$ cat src/rtl/uart_pkg.sv
// Shared UART constants, frame defaults and transmitter state encoding.
// Used by uart_tx today and intended for the matching receiver.
package uart_pkg;

    localparam int unsigned CLK_FREQ_HZ   = 100_000_000;
    localparam int unsigned BAUD          = 115_200;
    localparam int unsigned BAUD_DIV      = CLK_FREQ_HZ / BAUD;

    localparam int unsigned DEF_DATA_BITS = 8;
    localparam int unsigned DEF_STOP_BITS = 1;

    localparam int unsigned STATE_W       = 3;

    typedef enum logic [STATE_W-1:0] {
        ST_IDLE   = 3'd0,
        ST_SYNC   = 3'd1,
        ST_START  = 3'd2,
        ST_DATA   = 3'd3,
        ST_PARITY = 3'd4,
        ST_STOP   = 3'd5
    } tx_state_t;

    // Unused upper bits must be zero so they do not disturb the XOR.
    function automatic logic parity_bit(input logic [7:0] bits, input logic odd);
        return (^bits) ^ odd;
    endfunction

endpackage

$ cat src/rtl/uart_tx.sv
// UART transmitter: takes a word on a valid/ready handshake and shifts it out LSB first,
// one bit per tick_baud period. Define UART_TX_PARITY_EN to insert a parity bit after the data.
module uart_tx
    import uart_pkg::*;
#(
    parameter int unsigned DATA_BITS  = DEF_DATA_BITS,
    parameter int unsigned STOP_BITS  = DEF_STOP_BITS
`ifdef UART_TX_PARITY_EN
    ,
    parameter int unsigned PARITY_ODD = 0
`endif
) (
    input  logic                 clk,
    input  logic                 rst,
    input  logic                 tick_baud,
    input  logic [DATA_BITS-1:0] tx_data,
    input  logic                 tx_valid,
    output logic                 tx_ready,
    output logic                 tx,
    output logic                 tx_busy,
    output logic                 tx_done
);

    localparam int unsigned      IDX_W    = $clog2(DATA_BITS);
    localparam logic [IDX_W-1:0] LAST_IDX = IDX_W'(DATA_BITS - 1);

    tx_state_t            state;
    tx_state_t            state_nxt;
    logic [DATA_BITS-1:0] shift;
    logic [DATA_BITS-1:0] shift_nxt;
    logic [IDX_W-1:0]     bit_idx;
    logic [IDX_W-1:0]     bit_idx_nxt;
    logic                 stop_cnt;
    logic                 stop_cnt_nxt;
    logic                 tx_nxt;
    logic                 ready_nxt;
    logic                 busy_nxt;
    logic                 done_nxt;
`ifdef UART_TX_PARITY_EN
    logic                 par;
    logic                 par_nxt;
`endif

    // State and output registers; reset forces an idle-high line immediately.
    always_ff @(posedge clk or posedge rst) begin
        if (rst) begin
            state    <= ST_IDLE;
            shift    <= '0;
            bit_idx  <= '0;
            stop_cnt <= 1'b0;
            tx       <= 1'b1;
            tx_ready <= 1'b1;
            tx_busy  <= 1'b0;
            tx_done  <= 1'b0;
`ifdef UART_TX_PARITY_EN
            par      <= 1'b0;
`endif
        end else begin
            state    <= state_nxt;
            shift    <= shift_nxt;
            bit_idx  <= bit_idx_nxt;
            stop_cnt <= stop_cnt_nxt;
            tx       <= tx_nxt;
            tx_ready <= ready_nxt;
            tx_busy  <= busy_nxt;
            tx_done  <= done_nxt;
`ifdef UART_TX_PARITY_EN
            par      <= par_nxt;
`endif
        end
    end

    // Next-state and next-output logic.
    always_comb begin
        state_nxt    = state;
        shift_nxt    = shift;
        bit_idx_nxt  = bit_idx;
        stop_cnt_nxt = stop_cnt;
        tx_nxt       = tx;
        done_nxt     = 1'b0;
`ifdef UART_TX_PARITY_EN
        par_nxt      = par;
`endif

        unique case (state)
            ST_IDLE: begin
                tx_nxt = 1'b1;
                // A tick in the handshake cycle is deliberately not acted on.
                if (tx_valid && tx_ready) begin
                    shift_nxt = tx_data;
                    state_nxt = ST_SYNC;
`ifdef UART_TX_PARITY_EN
                    par_nxt   = parity_bit(8'(tx_data), PARITY_ODD != 0);
`endif
                end
            end

            // Wait for a fresh tick so the start bit spans a whole bit period.
            ST_SYNC: begin
                if (tick_baud) begin
                    state_nxt = ST_START;
                    tx_nxt    = 1'b0;
                end
            end

            ST_START: begin
                if (tick_baud) begin
                    state_nxt   = ST_DATA;
                    tx_nxt      = shift[0];
                    bit_idx_nxt = '0;
                end
            end

            ST_DATA: begin
                if (tick_baud) begin
                    if (bit_idx != LAST_IDX) begin
                        shift_nxt   = shift >> 1;
                        tx_nxt      = shift[1];
                        bit_idx_nxt = bit_idx + IDX_W'(1);
                    end else begin
`ifdef UART_TX_PARITY_EN
                        state_nxt    = ST_PARITY;
                        tx_nxt       = par;
`else
                        state_nxt    = ST_STOP;
                        tx_nxt       = 1'b1;
                        stop_cnt_nxt = 1'b0;
`endif
                    end
                end
            end

`ifdef UART_TX_PARITY_EN
            ST_PARITY: begin
                if (tick_baud) begin
                    state_nxt    = ST_STOP;
                    tx_nxt       = 1'b1;
                    stop_cnt_nxt = 1'b0;
                end
            end
`endif

            ST_STOP: begin
                if (tick_baud) begin
                    if (STOP_BITS == 2 && stop_cnt == 1'b0) begin
                        stop_cnt_nxt = 1'b1;
                    end else begin
                        state_nxt = ST_IDLE;
                        done_nxt  = 1'b1;
                    end
                end
            end

            default: begin
                state_nxt = ST_IDLE;
                tx_nxt    = 1'b1;
            end
        endcase

        // Handshake flags follow the registered state so they change with it.
        ready_nxt = (state_nxt == ST_IDLE);
        busy_nxt  = (state_nxt != ST_IDLE);
    end

endmodule

$ cat config.mk
export PLATFORM = sky130hd
export DESIGN_NAME = uart_tx
export DESIGN_NICKNAME = d
export VERILOG_FILES = /design/src/rtl/uart_pkg.sv /design/src/rtl/uart_tx.sv
export SDC_FILE = /design/constraint.sdc
export NUM_CORES = 1
export LEC_CHECK = 0
export ABC_AREA = 1
export ABC_CLOCK_PERIOD_IN_PS = 1500
export CORE_MARGIN = 2
export CORE_UTILIZATION = 51
export DETAILED_ROUTE_END_ITERATION = 10
export HOLD_SLACK_MARGIN = 0.1
export PLACE_DENSITY = 0.77
export SLEW_MARGIN = 5
export SYNTH_ARGS = -nofsm -noshare
export SYNTH_HDL_FRONTEND = slang
export SYNTH_SLANG_ARGS = --single-unit
$ cat constraint.sdc
create_clock -name clk -period 1.5 [get_ports clk]
set_input_delay 0.3 -clock clk [delete_from_list [all_inputs] [get_ports clk]]
set_output_delay 0.3 -clock clk [all_outputs]
set_load 0.005 [all_outputs]
# Word level (Yosys, flattened, before mapping)
# Cells that the tools add are included.
[op_classes] n_bitwise=1 mux=22 addsub=1 n_shift=0 eq_ne=10 multipliers=0 div_mod_pow=0 reduce_logical=9 n_lt_le_gt_ge=0
[ops] op="3-bit two-way mux" count=9
[ops] op="8-bit two-way mux" count=3
[ops] op="8-bit case mux with 2 select lines" count=1
[ops] op="3-bit case mux with 5 select lines" count=1
[ops] op="4-bit AND reduction" count=3
[ops] op="2-bit inequality test (second input constant)" count=5
[ops] op="3-bit by 2-bit equality test with 1-bit output (second input constant)" count=2
[ops] op="3-bit logical NOT" count=2
[ops] op="1-bit two-way mux" count=6
[ops] op="3-bit case mux with 2 select lines" count=1
[ops] op="1-bit case mux with 4 select lines" count=1
[ops] op="2-bit nonzero test" count=2
[ops] op="3-bit by 1-bit adder with 3-bit output (second input constant)" count=1
[ops] op="3-bit by 1-bit equality test with 1-bit output (second input constant)" count=1
[ops] op="3-bit equality test (second input constant)" count=1
[ops] op="3-bit inequality test (second input constant)" count=1
[ops] op="3-bit nonzero test" count=1
[ops] op="1-bit logical AND" count=1
[ops] op="1-bit NOT" count=1
[totals] register_bits=18 inputBits=12 latch_bits=0 memories=0 ram_bits=0 romBits=0

# Logic depth before layout (Yosys ltp)
# Gate-level depths: netlist of the first run.
[depth] ltp_word=5 mapped_depth=8 depth_no_buf=8

# Worst setup path after synthesis of the first run
# No wires, ideal clock.
[synth_path] path_kind="register to register" from="register bit_idx[0]" to="register shift[1]" t_required_ps=1384 path_buffers=0 stages_incl_launch_ff=9 setup_slack_ps=174 arrival_time_ps=1209 cell_sequence="dfrtp_1 -> ha_1 -> ha_1 -> inv_1 -> nand2_1 -> nand2_2 -> nand2_4 -> nand2_1 -> nand2_1"
[synth_between] elab_chain_cells=3
[synth_lines] element="from (decl)" line="uart_tx.sv:31" source="logic [IDX_W-1:0] bit_idx;"
[synth_lines] element="from (signal assigned)" line="uart_tx.sv:61" source="bit_idx <= bit_idx_nxt;"
[synth_lines] element="3-bit inequality test" line="uart_tx.sv:116" source="if (bit_idx != LAST_IDX) begin"
[synth_lines] element="2-bit inequality test (no source line)"
[synth_lines] element="4-bit AND reduction (no source line)"
[synth_lines] element="to (signal assigned)" line="uart_tx.sv:60" source="shift <= shift_nxt;"
[synth_lines] element="to (decl)" line="uart_tx.sv:29" source="logic [DATA_BITS-1:0] shift;"
# No other way between the ends.
# A chain may end at the register's enable or synchronous reset.

# Worst setup path in the final report of the first run
[layout_path] from="register tx_done" to="output tx_done"
[layout_rtl] element="from (decl)" line="uart_tx.sv:21" source="output logic tx_done"
[layout_rtl] element="from (signal assigned)" line="uart_tx.sv:66" source="tx_done <= done_nxt;"
# No word-level cell between the ends.

==> results.md, run 1 <==
* Placer Congestion at between 0.7 and 0.8
* Max cap viols at 0
* Cell Rows at 15
* Seq/Total Area, Yosys at 46.6%
* Max Freq at 0.708 GHz
* CTS tree: done
* Mapped Nets at approximately 150
* Post-DP HPWL at 1.51 mm
* Initial antenna violation count at 0
* Die ar. at 2270 sq um
* Post-Route Utilization at a little under 70%
* Drt via density at ~5
* Post-Syn Area at approximately 970 sq um
* Setup TNS at 0 ns
* # DRC at 0
* Fin cells at ~180
* Critical-path top delay cell: clkdlybuf4s50_1
* # diodes at 0
* Worst slew pin tran at roughly 0.26 ns
* Hold Buf Count CTS at 0
* Synth Warn # at 0
* CTS HTree Levels at 1
* PD cells at between 1500 and 2000 nW/um^2
* First-pass GRT wire length at around 3.3 mm
* CTS root buf: clkbuf_4
* Vias in the first global route at ~800
* Worst Path Max Fanout at 1
* Share of layout cells above drive strength 1 at 16.7%
* Delay of the slowest critical-path stage at 0.49 ns
* WL final at between 2 and 2.5 mm
* IO Port Bufs at 15
* Clock latency on the worst-skew pair at just under 0.3 ns
* Critical Path RT at 1.20 ns
* Crit Path Category: reg2out
* Worst setup EP type: primary output
* Status: complete, no violations
* CP Depth at 1
* CP delay by family, top: buffers and inverters
* Hold Path Class: in2async
* Clock tree buffer depth at 2
* Fin. max-slew vios at 0
* Clock slew at reported path FFs at around 0.1 ns
* Initial core utilization at between 50% and 60%
* Crit path buf inv count at 1
* Gr usage total at slightly above 20%
* # IOs at 16
* Cts bufs inserted at 3
* Cell Chain, Critical Path: clkdlybuf4s50_1
* Synth unique cells at 18
* Fin crit period at roughly 1.4 ns
* Final setup viols at 0
* Worst R2R Path Depth at 7
* Slew Limit Headroom at a little over 80%
* Synthesized area per cell at around 7.4 sq um
* ANT nets after route at 0
* Core area at about 1800 sq um
* First DRT Iteration DRCs at 12
* Remaining global-route overflow at 0
* Fill cells at 164
* Skew final at about 0.0036 ns
* Final nets at 172
* Maximum VDD drop at 852 uV
* Synth Instances at between 100 and 150
* Dpl cells at roughly 180
* Routed vias at around 900
* Startpoint Class: flop
* Leakage Power at around 0.68 nW
* Die X at about 48 um
* WL per Instance at ~11 um
* Tcrit/Tclk final at 94.1%
* Number of synthesized register bits at 18
* Largest net degree at the start of global routing at 19
* Drt first pass iters at 4
* Layout area overhead at 26.4%
* Die height at ~48 um
* Power, Total at just over 2 mW
* Clock Sinks at 18
* Crit path DAT at about 1.1 ns
* RSZ-0062 raised after global routing: false
* Final hold vios at 0
[cell usage after synthesis]
library cell / n / area [sq um]
nor2_1: 10 / 37.5
dfrtp_1: 16 / 400
nor2_2: 2 / 12.5
inv_1: 12 / 45.0
nand2_2: 2 / 12.5
o21ai_0: 2 / 10.0
or2_2: 1 / 6.26
nand3b_1: 2 / 15.0
nand3_1: 16 / 80.1
buf_4: 1 / 7.51
nand3_2: 1 / 10.0
buf_6: 1 / 11.3
ha_1: 2 / 25.0
inv_2: 1 / 3.75
nand2_1: 57 / 214
nand2_4: 2 / 22.5
dfstp_2: 2 / 52.6
o22ai_1: 1 / 6.26
[sequential cells by signal, summed over array words and instances, names as in the netlist]
signal / count
bit_idx: 3
shift: 8
state: 3
tx: 1
tx_busy: 1
tx_done: 1
tx_ready: 1
[stage by stage]
step                hold WS, ns  area (sq um)  worst slack (ns)
floorplan                 0.237           972             0.174
global route              0.343          1230            0.0240
finish                    0.317          1230            0.0885
global placement          0.456          1190          0.000400
detailed placement        0.460          1190           -0.0776
CTS                       0.327          1210            0.0652
[repair_timing]
item | 4_1_cts | 5_1_grt
hold endpoints to repair | 0 | 0
resized for setup | 3 | 3
setup endpoints to repair | 3 | 9
buffers inserted | 0 | 2
[kinds of logic after synthesis]
logic type | Yosys count | share of synthesized area, %
compound gates | 3 | 1.67
buf+inv | 15 | 6.95
fa+ha+maj | 2 | 2.57
flops | 18 | 46.6
simple gates | 93 | 42.2
[layout make-up]
cell class | count | area [sq um] | share of cell area (%)
Multi-Input combinational cell | 98 | 458 | 37.3
Inverter | 13 | 48.8 | 3.97
Tap cell | 25 | 31.3 | 2.55
Sequential cell | 18 | 453 | 36.9
Clock buffer | 3 | 22.5 | 1.83
Timing Repair Buffer | 24 | 215 | 17.5
[report_power, final]
part / internal (mW) / leakage (nW) / switching (mW)
sequential: 0.656 / 0.221 / 0.104
combinational: 0.438 / 0.449 / 0.600
clock: 0.0932 / 0.0138 / 0.141
[placed cells by master (no fill, tap or decap)]
cell type and instances:
ha_1 1, dfrtp_1 16, nand3_2 1, ha_2 1, nand2_2 2, inv_2 2, or2_2 1, dlygate4sd2_1 2
nand2_4 2, clkbuf_4 3, clkdlybuf4s50_1 13, inv_1 11, o22ai_1 1, nand3b_1 2, nor2_2 2, buf_4 9
nand3_1 16, o21ai_2 1, nor2_1 10, dfstp_2 2, o21ai_0 1, nand2_1 57
[final timing paths]
check	from	endpoint	slack [ns]
setup / recovery	tx_done$_DFF_PP0_	tx_done	0.09
setup reg to reg	bit_idx[0]$_DFFE_PP0P_	tx$_DFFE_PP1P_	0.12
hold reg to reg	shift[4]$_DFFE_PP0P_	shift[4]$_DFFE_PP0P_	0.48
hold / removal	rst	bit_idx[2]$_DFFE_PP0P_	0.32
max in group asynchronous	rst	tx$_DFFE_PP1P_	0.92
min in group clk	shift[4]$_DFFE_PP0P_	shift[4]$_DFFE_PP0P_	0.48
[layer usage]
| layer | vias to the layer above | wire length, um | GRT usage [%] |
|---|---|---|---|
| met3 | 5 | 67 | 3.40 |
| met1 | 414 | 858 | 26.3 |
| met2 | 17 | 1040 | 33.8 |
| li1 | 461 | - | - |
| met5 | - | 0 | 0 |
| met4 | 0 | 39 | 9.19 |
Power figures use the tool's default switching activity.
==> inputs of run 2 (changes only) <==
- MAX_ROUTING_LAYER: not set -> met4
==> run 2 against run 1 <==
Compared with the run above: cell count unchanged; critical path depth unchanged; sequential power about the same; utilization unchanged; wire length increased by 0.35%; global-route usage increased by 0.66 points; register-to-register slack about the same; clock skew about the same; via count increased by 0.56%; fmax about the same.
==> results.md, run 2 (same netlist as run 1, synthesis figures left out) <==
* Crit path buf inv count at 1
* Cell Chain, Critical Path: clkdlybuf4s50_1
* Area of the multi-input gates at between 400 and 500 sq um
* First-pass GRT wire length at around 3.3 mm
* Fin crit period at approximately 1.4 ns
* Register Area at roughly 450 sq um
* Setup ws final at just under 0.09 ns
* Delay of the slowest critical-path stage at a little under 0.5 ns
* Critical-path top delay cell: clkdlybuf4s50_1
* Hold Path Class: in2async
* IO Port Bufs at 15
* Gr usage total at a little over a fifth
* Clock tree buffer depth at 2
* Reg2reg end: tx$_DFFE_PP1P_
* Crit path DAT at ~1.1 ns
* CTS tree: done
* Drt via density at 4.98
* P_int at around 1.2 mW
* Clock slew at reported path FFs at approximately 0.1 ns
* Vias in the first global route at ~800
* Max Freq at 0.709 GHz
* # DRC at 0
* Registers with the most flip-flops: shift x8, bit_idx x3, state x3
* Share of layout cells above drive strength 1 at 16.7%
* FF-to-FF Start: bit_idx[0]$_DFFE_PP0P_
* Slew Limit Headroom at 82.3%
* Initial core utilization at between 50% and 60%
* Fin. max-slew vios at 0
* Startpoint Class: flop
* Worst R2R Path Depth at 7
* Final setup viols at 0
* WL per Instance at ~11 um
* Skew final at roughly 0.0033 ns
* Max cap viols at 0
* Die X at 47.7 um
* Hold WS at roughly 0.32 ns
* First DRT Iteration DRCs at 12
* Worst Path Max Fanout at 1
* Leakage Power at between 0.6 and 0.7 nW
* Initial antenna violation count at 0
* Layout area overhead at 26.4%
* Critical Path RT at approximately 1.2 ns
* FF-to-FF setup slack at around 0.12 ns
* Die height at between 40 and 50 um
* Hold Buf Count CTS at 0
* WL final at between 2 and 2.5 mm
* Final nets at around 170
* Placer Congestion at 0.802
* Biggest register: shift
* ANT nets after route at 0
* Logic pwr share at 51.1%
* PD cells at between 1500 and 2000 nW/um^2
* Core area at approximately 1800 sq um
* CTS root buf: clkbuf_4
* Maximum VDD drop at between 800 and 900 uV
* Commonest non-fill, non-tap cells in the layout: nand2_1 (57), nand3_1 (16), dfrtp_1 (16)
* Switch Pwr at between 800 and 900 uW
* Routed vias at between 900 and 1000
* CTS HTree Levels at 1
* Drt first pass iters at 4
* Switching Share at between 40 and 50%
* Clock latency on the worst-skew pair at approximately 0.29 ns
* Max FFs per register at 8
* Status: complete, no violations
* Power share of the clock group at between 10% and 20%
* # diodes at 0
* CP delay by family, top: buffers and inverters
* Clock Sinks at 18
* Die ar. at between 2000 and 2500 sq um
* Most common cell after layout, fill and taps aside: nand2_1
* Post-DP HPWL at between 1.5 and 2 mm
* Crit Path Category: reg2out
* # IOs at 16
* Worst setup EP type: primary output
* RSZ-0062 raised after global routing: false
* Worst slew pin tran at 0.264 ns
* Remaining global-route overflow at 0
* Tcrit/Tclk final at between 90 and 100%
* Cts bufs inserted at 3
* Final hold vios at 0
* Power, Total at just over 2 mW
* Fill cells at between 150 and 200
* Reg power frac at between 30% and 40%
* Largest net degree at the start of global routing at 19
* Cell Rows at 15
* Dpl ws at -0.0776 ns
[run 2: cell counts in the layout (fill, tap and decap cells not counted)]
Identical to the previous run, type by type.
[run 2: final cells by class]
class	instances	area share (%)
Clock buffer	3	1.83
Inverter	13	3.97
Timing Repair Buffer	24	17.5
Tap cell	25	2.55
Sequential cell	18	36.9
Multi-Input combinational cell	98	37.3
[run 2: worst max path at each step]
stage                      startpoint                endpoint  slack (ns)  cells past startpoint
3_5_place_dp                tick_baud  bit_idx[2]$_DFFE_PP0P_       -0.08                      7
6_report            tx_done$_DFF_PP0_                 tx_done        0.09                      1
4_1_cts        bit_idx[0]$_DFFE_PP0P_    shift[2]$_DFFE_PP0P_        0.07                      8
5_1_grt             tx_done$_DFF_PP0_                 tx_done        0.02                      1
2_1_floorplan  bit_idx[0]$_DFFE_PP0P_    shift[1]$_DFFE_PP0P_        0.17                      8
3_3_place_gp                tick_baud  bit_idx[0]$_DFFE_PP0P_      0.0004                      6
[run 2: routing by layer]
layer,track usage (%),wire [um]
met1,26.3,847
met2,33.8,1050
met3,3.40,73
met4,9.19,38
met5,-,0
[run 2: timing repair]
action | 4_1_cts | 5_1_grt
endpoints found under the setup margin | 3 | 9
setup buffers | 0 | 2
gates resized for setup | 3 | 3
[run 2: per-stage QoR]
step	util, %	instances	setup TNS, ns	area [sq um]
2_1_floorplan	-	131	0	972
3_3_place_gp	67.3	176	0	1190
3_5_place_dp	67.3	176	-0.247	1190
4_1_cts	68.4	179	0	1210
5_1_grt	69.6	181	0	1230
6_report	69.6	181	0	1230
[run 2: power groups by stage]
stage	clock network [mW]	registers [mW]	logic [mW]
floorplan	0	0.747	0.730
global placement	0	0.767	0.962
detailed placement	0	0.776	0.995
CTS	0.241	0.764	0.990
global route	0.262	0.783	1.19
finish	0.234	0.761	1.04
==> inputs of run 3 (changes only) <==
- GPL_ROUTABILITY_DRIVEN: not set -> 1
==> results of run 3 <==
No change in the layout: final DEF, timing and power equal those of run 2.
